$ cat src/rtl/jt51_pkg.sv
// Shared constants and helpers for the jt51 output path.
// Connection codes, datapath widths and 16-bit saturation.
package jt51_pkg;

  localparam int OP_W    = 14;
  localparam int OUT_W   = 16;
  localparam int NOISE_W = 12;

  localparam logic [2:0] CON_0 = 3'd0;
  localparam logic [2:0] CON_1 = 3'd1;
  localparam logic [2:0] CON_2 = 3'd2;
  localparam logic [2:0] CON_3 = 3'd3;
  localparam logic [2:0] CON_4 = 3'd4;
  localparam logic [2:0] CON_5 = 3'd5;
  localparam logic [2:0] CON_6 = 3'd6;
  localparam logic [2:0] CON_7 = 3'd7;

  // Accumulators are sign-extended to 32 bits before the call.
  function automatic logic signed [OUT_W-1:0] sat16(
    input logic signed [31:0] v
  );
    if (v > 32'sd32767)
      return 16'sh7fff;
    else if (v < -32'sd32768)
      return 16'sh8000;
    else
      return v[OUT_W-1:0];
  endfunction

endpackage

$ cat src/rtl/jt51_out_lowres.sv
// Floating-point DAC emulation: keeps a 10-bit mantissa,
// scaled by the smallest exponent 0..6 that makes it fit.
module jt51_out_lowres
  import jt51_pkg::*;
(
  input  logic signed [OUT_W-1:0] din,
  output logic signed [OUT_W-1:0] dout
);

  logic [2:0] e;
  logic signed [OUT_W-1:0] sh;

  always_comb begin
    e  = 3'd6;
    sh = '0;
    // Descending scan so the smallest fitting exponent wins.
    for (int i = 6; i >= 0; i--) begin
      sh = din >>> i;
      if (sh >= -16'sd512 && sh <= 16'sd511)
        e = 3'(i);
    end
    dout = (din >>> e) <<< e;
  end

endmodule

$ cat src/rtl/jt51_out_acc.sv
// Per-frame carrier mixer: sums carrier slots into L/R
// accumulators and publishes saturated and low-res samples.
module jt51_out_acc
  import jt51_pkg::*;
#(
  parameter int ACC_W = 19
) (
  input  logic                      clk,
  input  logic                      rst,
  input  logic                      cen,
  input  logic                      m1_enters,
  input  logic                      m2_enters,
  input  logic                      c1_enters,
  input  logic                      c2_enters,
  input  logic                      op31_acc,
  input  logic [1:0]                rl_I,
  input  logic [2:0]                con_I,
  input  logic signed [OP_W-1:0]    op_out,
  input  logic                      ne,
  input  logic signed [NOISE_W-1:0] noise_mix,
  output logic signed [OUT_W-1:0]   left,
  output logic signed [OUT_W-1:0]   right,
  output logic signed [OUT_W-1:0]   xleft,
  output logic signed [OUT_W-1:0]   xright
);

  logic signed [ACC_W-1:0] acc_l, acc_r;
  logic signed [ACC_W-1:0] nxt_l, nxt_r;
  logic signed [ACC_W-1:0] slot_ext;
  logic signed [OP_W-1:0]  slot_val;
  logic signed [OUT_W-1:0] sat_l, sat_r;
  logic signed [OUT_W-1:0] lo_l, lo_r;
  logic sum_en, noise_sel, add_en;

  always_comb begin
    sum_en = 1'b0;
    unique case (con_I)
      CON_0, CON_1, CON_2, CON_3:
        sum_en = c2_enters;
      CON_4:
        sum_en = c1_enters | c2_enters;
      CON_5, CON_6:
        sum_en = c1_enters | m2_enters | c2_enters;
      CON_7:
        sum_en = m1_enters | c1_enters
               | m2_enters | c2_enters;
    endcase
  end

  // Noise replaces slot 31 and bypasses carrier selection.
  assign noise_sel = op31_acc & ne;
  assign slot_val  = noise_sel ? {noise_mix, 2'b00} : op_out;
  assign add_en    = noise_sel | sum_en;
  assign slot_ext  = ACC_W'(slot_val);

  assign nxt_l = acc_l
    + ((add_en && rl_I[0]) ? slot_ext : '0);
  assign nxt_r = acc_r
    + ((add_en && rl_I[1]) ? slot_ext : '0);

  assign sat_l = sat16(32'(nxt_l));
  assign sat_r = sat16(32'(nxt_r));

  jt51_out_lowres u_lo_l (.din(sat_l), .dout(lo_l));
  jt51_out_lowres u_lo_r (.din(sat_r), .dout(lo_r));

  always_ff @(posedge clk) begin
    if (rst) begin
      acc_l  <= '0;
      acc_r  <= '0;
      xleft  <= '0;
      xright <= '0;
      left   <= '0;
      right  <= '0;
    end else if (cen) begin
      if (op31_acc) begin
        acc_l  <= '0;
        acc_r  <= '0;
        xleft  <= sat_l;
        xright <= sat_r;
        left   <= lo_l;
        right  <= lo_r;
      end else begin
        acc_l <= nxt_l;
        acc_r <= nxt_r;
      end
    end
  end

endmodule

$ cat config.mk
export PLATFORM = sky130hd
export DESIGN_NAME = jt51_out_acc
export DESIGN_NICKNAME = d
export VERILOG_FILES = /design/src/rtl/jt51_pkg.sv /design/src/rtl/jt51_out_lowres.sv /design/src/rtl/jt51_out_acc.sv
export SDC_FILE = /design/constraint.sdc
export NUM_CORES = 1
export LEC_CHECK = 0
export ABC_AREA = 1
export BUFFER_PORTS_ARGS = -buffer_cell sky130_fd_sc_hd__buf_2
export CORE_MARGIN = 10
export CORE_UTILIZATION = 57
export CTS_CLUSTER_DIAMETER = 200
export CTS_CLUSTER_SIZE = 20
export DETAILED_ROUTE_END_ITERATION = 8
export GPL_TIMING_DRIVEN = 0
export HOLD_SLACK_MARGIN = 0.02
export PLACE_DENSITY_LB_ADDON = 0.08
export SYNTH_ARGS = -nofsm -noshare
export SYNTH_HDL_FRONTEND = slang
export SYNTH_HIERARCHICAL = 1
export SYNTH_SLANG_ARGS = --single-unit
$ cat constraint.sdc
create_clock -name clk -period 6.5 [get_ports clk]
set_input_delay 1.3 -clock clk [delete_from_list [all_inputs] [get_ports clk]]
set_output_delay 1.3 -clock clk [all_outputs]
set_load 0.03 [all_outputs]
==> results.sh, run 1 <==
export IMPL_status="finished, final reports clean"
export IMPL_slew_headroom_pct=61.3
export IMPL_grt_pass1_wl_um=40500
export IMPL_rsz0062_at_grt="false"
export IMPL_cp_data_arrival_time_ns=6.31
export IMPL_diodes=0
export IMPL_postRouteAntennaNets=0
export IMPL_yosysWarnings=6
export IMPL_synthFlopType="dfxtp_1"
export IMPL_r2r_start="acc_l[0]"
export IMPL_drc=0
export IMPL_finalSetupViolCount=0
export IMPL_num_rows=44
export IMPL_synth_fp_nets=1505
export IMPL_max_slew_worst_pin_slew_ns=0.580
export IMPL_core_area_sq_um=14500
export IMPL_async_flop_share_pct=0
export IMPL_crit_path_end_kind="flip-flop"
export IMPL_synth_edf_count=0
export IMPL_cts_tree="yes"
export IMPL_setup_tns_ns=0
export IMPL_dr_pass1_iters=5
export IMPL_clkSlewWorstSetupHoldPaths_ns=0.07
export IMPL_yosysSeqAreaShare_pct=24.1
export IMPL_hp_class="flip-flop to flip-flop"
export IMPL_worstPathRequired_ns=6.74
export IMPL_start_util_pct=58.4
export IMPL_ys_types=38
export IMPL_hold_viol=0
export IMPL_yosysMostFrequentCell="nand2_1"
export IMPL_drt_iter0_markers=770
export IMPL_power_density_nw_per_um2=248
export IMPL_cts_sinks=102
export IMPL_yosysTopAreaCellShare_pct=24.1
export IMPL_synth_compound_area_share_pct=8.11
export IMPL_hold_buffers=0
export IMPL_startpoint_type="primary input"
export IMPL_vdd_ir_drop_max_mv=0.192
export IMPL_cts_root_buf="clkbuf_16"
export IMPL_finalPower_mw=2.39
export IMPL_crit_type="primary input to flip-flop"
export IMPL_die_h_um=142
export IMPL_slew_viol_final=0
export IMPL_dp_hpwl_um=19700
export IMPL_maxCapViolations=0
export IMPL_finClkSkew_ns=0.00803
export IMPL_worstPathMaxFanout=10
export IMPL_htreeDepth=3
export IMPL_synth_simple_area_share_pct=46.6
export IMPL_io_pins=104
export IMPL_fmax_mhz=165
export IMPL_synth_area_leaders="dfxtp_1 24%, nand2_1 18%, nand3_1 11%"
export IMPL_avgSynthCellArea_sq_um=5.94
export IMPL_place_congestion=0.963
export IMPL_reg2reg_slack_ns=1.98
export IMPL_grt_start_max_net_pins=17
export IMPL_grt_usage_pct=23.9
export IMPL_finalCriticalPeriod_ns=6.07
export IMPL_p_leak_nw=5.12
export IMPL_ys_ff_latch=102
export IMPL_cp_slowest_cell="fa_2"
export IMPL_synth_area_sq_um=8480
export IMPL_route_vias_total=9101
export IMPL_slowest_delay_ns=0.38
export IMPL_synth_mux_area_fraction_pct=1.30
export IMPL_nNetsFinal=1621
export IMPL_cts_buffer_depth=2
export IMPL_clk_insertion_delay_late_ns=0.35
export IMPL_synthToLayoutAreaGrowth_pct=13.6
export IMPL_synthTopCellsByCount="414 x nand2_1, 204 x nor2_1, 179 x nand3_1, 140 x inv_1, 102 x dfxtp_1"
export IMPL_timing_final_crit_share_pct=93.4
export IMPL_yosys_area_share_xor_xnor_pct=2.48
export IMPL_crit_end="left[3]"
export IMPL_port_buffers=102
export IMPL_syn_inst=1427
export IMPL_viasPerCell=5.25
export IMPL_antenna_found_initial=0
export IMPL_fp_dieArea_sq_um=20200
export IMPL_synth_top_family_by_area="simple AND/OR/NAND/NOR gates"
export IMPL_drive_above_1_share_pct=16.1
export IMPL_drt_wirelength_per_cell_um=14.1
export IMPL_r2r_end="left[3]"
export IMPL_routed_wl_um=24500
export IMPL_die_x_um=142
export IMPL_cp_startpoint="op31_acc"
export IMPL_synth_area_leader_cell="dfxtp_1"
export IMPL_numCtsBuffers=9
export IMPL_overflow=0
export IMPL_grt_pass1_vias=8482
export IMPL_synth_fa_ha_area_share_pct=5.78
export IMPL_reg2reg_depth=37
export IMPL_path_common_cell="nand2_1"
layer usage:
layer  track usage (%)  share of wire [%]  up-vias
li1                  -                  -     4745
met1              30.3                 45     4080
met2              40.5                 48      239
met3              4.54                5.1       37
met4              6.51                2.3        0
met5                 0                  0        -
sequential cells by signal (all words and copies together) (netlist names):
register,flops
right,16
acc_r,19
left,16
xright,16
xleft,16
acc_l,19
worst max-delay path, delay by kind of cell:
| family | cells | cell delay (ns) |
|---|---|---|
| simple gates | 33 | 3.03 |
| buf+inv | 7 | 0.96 |
| fa+ha+maj | 2 | 0.60 |
| compound gates | 2 | 0.41 |
cells in the final DEF (no fill, tap or decap), types with 2 or more instances in the layout:
cell	netlist	final
inv_2	13	13
ha_2	0	2
buf_1	5	4
o21ai_1	3	6
nor2_1	204	204
and2_1	5	5
nand2_4	16	17
nor3_2	0	3
nor2_4	3	3
o211ai_1	2	2
buf_4	7	10
ha_1	36	34
nand4_1	14	14
buf_2	12	110
clkinv_4	0	2
clkbuf_16	0	9
mux2i_1	11	11
dfxtp_1	102	102
o21ai_2	2	2
a21oi_1	72	72
nand2_2	16	29
clkbuf_4	0	4
nor2_2	5	5
clkbuf_1	50	50
xor2_1	11	11
xnor2_1	13	13
nand3_2	22	22
clkinv_1	2	2
nor3_1	9	5
o21bai_1	5	5
o21ai_0	39	36
clkbuf_2	0	3
buf_6	6	6
nand2_1	414	400
inv_1	140	139
nand3_1	179	179
kinds of logic (layout without fill, tap and decap cells):
logic type	count (synthesis)	after routing
AND/OR/NAND/NOR	888	888
multiplexers	11	11
adder cells (fa/ha/maj)	38	38
buffers and inverters	236	357
AO/OA/AOI/OAI	128	128
flip-flops	102	102
XOR/XNOR	24	24
what timing repair did:
action	4_1_cts	5_1_grt
setup buffers	0	3
endpoints found under the setup margin	0	12
gates resized for setup	0	38
where the power goes:
part           internal [mW]  switching [mW]
clock                  0.300           0.251
combinational          0.390           0.769
sequential             0.662          0.0201
stage by stage:
stage	std cells	setup slack (ns)	instance area, sq um	util (%)	hold WS (ns)
after floorplan	1427	1.02	8480	-	0.450
after global placement	1713	-0.151	9220	63.5	0.458
after detailed placement	1713	-0.188	9220	63.5	0.463
after CTS	1729	0.168	9520	65.5	0.474
after global routing	1732	0.0236	9630	66.3	0.491
final	1732	0.429	9630	66.3	0.475
how the worst min path moves through the flow:
stage	end	cells past startpoint	startpoint
finish	acc_l[0]	2	acc_l[0]
global route	acc_r[12]	2	acc_r[12]
CTS	acc_r[8]	2	acc_r[8]
detailed placement	acc_r[8]	2	acc_r[8]
global placement	left[1]	2	left[1]
floorplan	acc_l[0]	2	acc_l[0]
layout make-up:
cell class | count | area, sq um
Clock buffer | 11 | 233
Tap cell | 184 | 230
Sequential cell | 102 | 2040
Multi-Input combinational cell | 1089 | 5530
Fill cell | 1430 | 4900
Clock inverter | 5 | 60.1
Buffer | 81 | 420
Inverter | 155 | 584
Timing Repair Buffer | 105 | 533
No activity file was read; power rests on OpenSTA's default activity.
==> inputs of run 2 (changes only) <==
- CORE_MARGIN: 10 -> 4
- HOLD_SLACK_MARGIN: 0.02 -> not set
==> results.sh, run 2 (synthesis results as in run 1) <==
export IMPL_status="finished, final reports clean"
export IMPL_cp_slowest_cell="fa_1"
export IMPL_crit_type="primary input to flip-flop"
export IMPL_min_from="acc_r[14]"
export IMPL_clk_insertion_delay_late_ns=0.36
export IMPL_power_density_nw_per_um2=253
export IMPL_synthToLayoutAreaGrowth_pct=13.6
export IMPL_cts_buffer_depth=2
export IMPL_r2r_end="left[3]"
export IMPL_use_met3_pct=2.99
export IMPL_path_delay_family="simple AND/OR/NAND/NOR gates"
export IMPL_r2r_start="acc_l[0]"
export IMPL_route_vias_total=9167
export IMPL_routed_wl_um=24200
export IMPL_die_x_um=130
export IMPL_cts_root_buf="clkbuf_16"
export IMPL_drt_iter0_markers=823
export IMPL_place_congestion=0.962
export IMPL_antenna_found_initial=0
export IMPL_vdd_ir_drop_max_mv=0.156
export IMPL_numCtsBuffers=9
export IMPL_drt_wirelength_per_cell_um=14.0
export IMPL_setup_slack_ns=0.390
export IMPL_viasPerCell=5.30
export IMPL_power_frac_seq_pct=28.1
export IMPL_hp_class="flip-flop to flip-flop"
export IMPL_cp_data_arrival_time_ns=6.36
export IMPL_reg2reg_depth=38
export IMPL_place_ws_ns=-0.162
export IMPL_reg2reg_slack_ns=1.87
export IMPL_fp_dieArea_sq_um=16900
export IMPL_hold_path_cell_count=2
export IMPL_slew_viol_final=0
export IMPL_grt_pass1_vias=8015
export IMPL_crit_path_end_kind="flip-flop"
export IMPL_dp_cells=1713
export IMPL_timing_final_crit_share_pct=94.0
export IMPL_hold_viol=0
export IMPL_clock_power_share_pct=24.4
export IMPL_drive_above_1_share_pct=15.8
export IMPL_final_cells=1731
export IMPL_slowest_delay_ns=0.43
export IMPL_swShare_pct=43.5
export IMPL_p_switching_mw=1.06
export IMPL_top_usage_layer="met2"
export IMPL_htreeDepth=3
export IMPL_reg_top3="acc_l: 19 flops, acc_r: 19 flops"
export IMPL_fin_area_sq_um=9640
export IMPL_comb_power_share_pct=47.5
export IMPL_maxCapViolations=0
export IMPL_mostFrequentLayoutCells="404 x nand2_1, 204 x nor2_1, 178 x nand3_1, 140 x inv_1, 112 x buf_2"
export IMPL_start_util_pct=58.4
export IMPL_drc=0
export IMPL_core_area_sq_um=14500
export IMPL_postRouteAntennaNets=0
export IMPL_clkSlewWorstSetupHoldPaths_ns=0.07
export IMPL_finClkSkew_ns=0.00985
export IMPL_use_met2_pct=47.0
export IMPL_port_buffers=102
export IMPL_worstPathMaxFanout=10
export IMPL_overflow=0
export IMPL_nNetsFinal=1620
export IMPL_path_common_cell="nand2_1"
export IMPL_postPlaceCellArea_sq_um=9220
export IMPL_p_leak_nw=5.14
export IMPL_cts_tree="yes"
export IMPL_finalSetupViolCount=0
export IMPL_finalCriticalPeriod_ns=6.11
export IMPL_dr_pass1_iters=6
export IMPL_grt_usage_pct=28.2
export IMPL_io_pins=104
export IMPL_grt_pass1_wl_um=38600
export IMPL_startpoint_type="primary input"
export IMPL_setup_tns_ns=0
export IMPL_slew_headroom_pct=60.1
export IMPL_diodes=0
export IMPL_cts_sinks=102
export IMPL_dp_hpwl_um=19200
export IMPL_hold_end="acc_r[14]"
export IMPL_internal_power_mw=1.37
export IMPL_fmax_mhz=164
export IMPL_die_h_um=130
export IMPL_met1_usage_pct=38.7
export IMPL_num_rows=44
export IMPL_crit_buf_inv=7
export IMPL_worstPathRequired_ns=6.75
export IMPL_max_slew_worst_pin_slew_ns=0.599
export IMPL_layout_commonest_cell="nand2_1"
export IMPL_grt_start_max_net_pins=18
export IMPL_fin_util_pct=66.3
run 2: worst max path at each step:
stage	startpoint	end	slack (ns)	cells past startpoint
2_1_floorplan	m1_enters	left[5]	1.02	46
3_3_place_gp	op31_acc	left[1]	-0.12	42
3_5_place_dp	op31_acc	right[2]	-0.16	38
4_1_cts	op31_acc	right[2]	0.21	38
5_1_grt	op31_acc	left[4]	-0.01	45
6_report	op31_acc	left[3]	0.39	45
run 2: tightest hold or removal path, delay by kind of cell, from the launching register on:
kind | cells | cell delay, ns
flip-flops | 1 | 0.32
AO/OA/AOI/OAI | 1 | 0.05
AND/OR/NAND/NOR | 1 | 0.06
run 2: power groups by stage:
stage / logic [mW] / registers, mW / clock network, mW
6_report: 1.16 / 0.683 / 0.595
5_1_grt: 1.29 / 0.686 / 0.624
4_1_cts: 1.13 / 0.683 / 0.591
3_5_place_dp: 1.12 / 0.697 / 0
3_3_place_gp: 1.11 / 0.696 / 0
2_1_floorplan: 0.823 / 0.755 / 0
run 2: area by class of cell:
cell class / instances / area [sq um]
Fill cell: 1433 / 4900
Clock buffer: 11 / 253
Multi-Input combinational cell: 1089 / 5520
Inverter: 155 / 584
Tap cell: 184 / 230
Buffer: 81 / 419
Timing Repair Buffer: 104 / 526
Clock inverter: 5 / 65.1
Sequential cell: 102 / 2040
run 2: stage by stage:
step | power (mW) | hold WS, ns
5_1_grt | 2.60 | 0.493
6_report | 2.43 | 0.472
3_5_place_dp | 1.82 | 0.462
3_3_place_gp | 1.81 | 0.457
4_1_cts | 2.40 | 0.474
2_1_floorplan | 1.58 | 0.450
run 2: repair_timing:
| item | 4_1_cts | 5_1_grt |
|---|---|---|
| hold buffers | 0 | 0 |
| resized for setup | 0 | 31 |
| endpoints found under the setup margin | 0 | 12 |
| buffers inserted | 0 | 2 |
| hold endpoints to repair | 0 | 0 |
run 2: per-layer routing:
metal	up-vias	share of wire (%)	wire length (um)
li1	4746	-	-
met1	4116	45	11000
met2	268	48	11600
met3	37	5.0	1210
met4	0	1.9	460
met5	-	0	0
==> inputs of run 3 (changes only) <==
--- a/config.mk
+++ b/config.mk
@@ -9,4 +9,6 @@
 export BUFFER_PORTS_ARGS = -buffer_cell sky130_fd_sc_hd__buf_2
+export CELL_PAD_IN_SITES_DETAIL_PLACEMENT = 1
+export CELL_PAD_IN_SITES_GLOBAL_PLACEMENT = 2
 export CORE_MARGIN = 4
-export CORE_UTILIZATION = 57
+export CORE_UTILIZATION = 31
 export CTS_CLUSTER_DIAMETER = 200
@@ -15,2 +17,3 @@
 export GPL_TIMING_DRIVEN = 0
+export MAX_ROUTING_LAYER = met4
 export PLACE_DENSITY_LB_ADDON = 0.08
--- a/constraint.sdc
+++ b/constraint.sdc
@@ -3,2 +3,2 @@
 set_output_delay 1.3 -clock clk [all_outputs]
-set_load 0.03 [all_outputs]
+set_load 0.05 [all_outputs]
==> results.sh, run 3 (synthesis results as in run 1) <==
export IMPL_fp_dieArea_sq_um=30100
export IMPL_crit_buf_inv=9
export IMPL_num_rows=60
export IMPL_io_pins=104
export IMPL_slew_headroom_pct=57.6
export IMPL_synthToLayoutAreaGrowth_pct=16.9
export IMPL_timing_final_crit_share_pct=92.5
export IMPL_hold_ws_ns=0.472
export IMPL_vdd_ir_drop_max_mv=0.122
export IMPL_path_delay_family="simple AND/OR/NAND/NOR gates"
export IMPL_finClkSkew_ns=0.00909
export IMPL_cp_slowest_cell="ha_1"
export IMPL_final_cells=1892
export IMPL_grt_start_max_net_pins=18
export IMPL_p_leak_nw=5.13
export IMPL_drt_iter0_markers=332
export IMPL_routed_wl_um=30600
export IMPL_finalSetupViolCount=0
export IMPL_fin_util_pct=36.8
export IMPL_startpoint_type="primary input"
export IMPL_layout_commonest_cell="nand2_1"
export IMPL_finalPower_mw=2.48
export IMPL_reg_top3="acc_l: 19 flops, acc_r: 19 flops"
export IMPL_cts_sinks=102
export IMPL_grt_pass1_wl_um=50200
export IMPL_numCtsBuffers=9
export IMPL_port_buffers=102
export IMPL_crit_type="primary input to flip-flop"
export IMPL_cp_data_arrival_time_ns=6.26
export IMPL_dp_hpwl_um=25200
export IMPL_die_x_um=173
export IMPL_hold_end="acc_r[9]"
export IMPL_path_common_cell="nand2_1"
export IMPL_postRouteAntennaNets=0
export IMPL_overflow=0
export IMPL_worstPathRequired_ns=6.75
export IMPL_place_congestion=0.857
export IMPL_r2r_start="acc_r[0]"
export IMPL_worstPathMaxFanout=10
export IMPL_cts_tree="yes"
export IMPL_htreeDepth=3
export IMPL_slowest_delay_ns=0.36
export IMPL_finalCriticalPeriod_ns=6.01
export IMPL_reg2reg_slack_ns=1.97
export IMPL_dr_pass1_iters=4
export IMPL_drive_above_1_share_pct=17.3
export IMPL_power_density_nw_per_um2=250
export IMPL_min_from="acc_r[9]"
export IMPL_fillers=3663
export IMPL_hold_viol=0
export IMPL_crit_path_end_kind="flip-flop"
export IMPL_cts_root_buf="clkbuf_16"
export IMPL_maxCapViolations=0
export IMPL_start_util_pct=31.5
export IMPL_r2r_end="right[2]"
export IMPL_reg2reg_depth=33
export IMPL_nNetsFinal=1624
export IMPL_fmax_mhz=166
export IMPL_hold_path_cell_count=2
export IMPL_antenna_found_initial=0
export IMPL_clk_insertion_delay_late_ns=0.36
export IMPL_route_vias_total=9101
export IMPL_viasPerCell=4.81
export IMPL_mostFrequentLayoutCells="395 x nand2_1, 203 x nor2_1, 178 x nand3_1, 138 x inv_1, 108 x buf_2"
export IMPL_cts_buffer_depth=2
export IMPL_max_slew_worst_pin_slew_ns=0.637
export IMPL_grt_usage_pct=21.0
export IMPL_core_area_sq_um=27000
export IMPL_clkSlewWorstSetupHoldPaths_ns=0.07
export IMPL_die_h_um=173
export IMPL_drt_wirelength_per_cell_um=16.2
export IMPL_dp_cells=1870
export IMPL_grt_pass1_vias=9390
export IMPL_diodes=0
export IMPL_hp_class="flip-flop to flip-flop"
export IMPL_drc=0
export IMPL_status="finished, final reports clean"
export IMPL_slew_viol_final=0
==> run 3: through the flow <==
step	instance area (sq um)	setup slack, ns	setup TNS (ns)
after global placement	9420	-0.482	-4.41
after global routing	9910	-0.0339	-0.0782
after floorplan	8480	1.02	0
after detailed placement	9420	-0.551	-5.04
after CTS	9720	0.00815	0
final	9910	0.488	0
==> run 3: final cells by class <==
cell class,instances,area [sq um],area share (%)
buffer,81,434,4.38
clock buffer,10,229,2.31
clock inverter,6,47.5,0.480
inverter,155,589,5.94
multi-input combinational,1089,5590,56.4
sequential,102,2040,20.6
tap,341,427,4.30
timing repair buffer,108,556,5.60
==> run 3: worst max path at each step <==
stage / endpoint / cells past startpoint / from
final: left[5] / 44 / op31_acc
after global routing: left[3] / 43 / op31_acc
after CTS: left[1] / 42 / op31_acc
after detailed placement: right[2] / 38 / op31_acc
after global placement: right[2] / 38 / op31_acc
after floorplan: left[5] / 46 / m1_enters
==> run 3: what timing repair did <==
item	CTS	global route
resized for setup	6	63
hold buffers	0	0
pin swaps	0	8
setup buffers	0	6
endpoints found under the hold margin	0	0
setup endpoints to repair	10	12
==> run 3: power by group <==
part | internal, mW | switching (mW)
Combinational | 0.399 | 0.865
Sequential | 0.662 | 0.0204
Clock | 0.264 | 0.268
==> run 3: layer usage <==
metal / GRT usage (%) / routed length, um
met1: 27.4 / 14500
met2: 35.5 / 14900
met3: 2.20 / 765
met4: 4.06 / 321
met5: - / 0
==> run 3: worst min-delay path: stages (launching register included) <==
cell	delay (ns)
dfxtp_1	0.32
nand2_1	0.06
a21oi_1	0.05
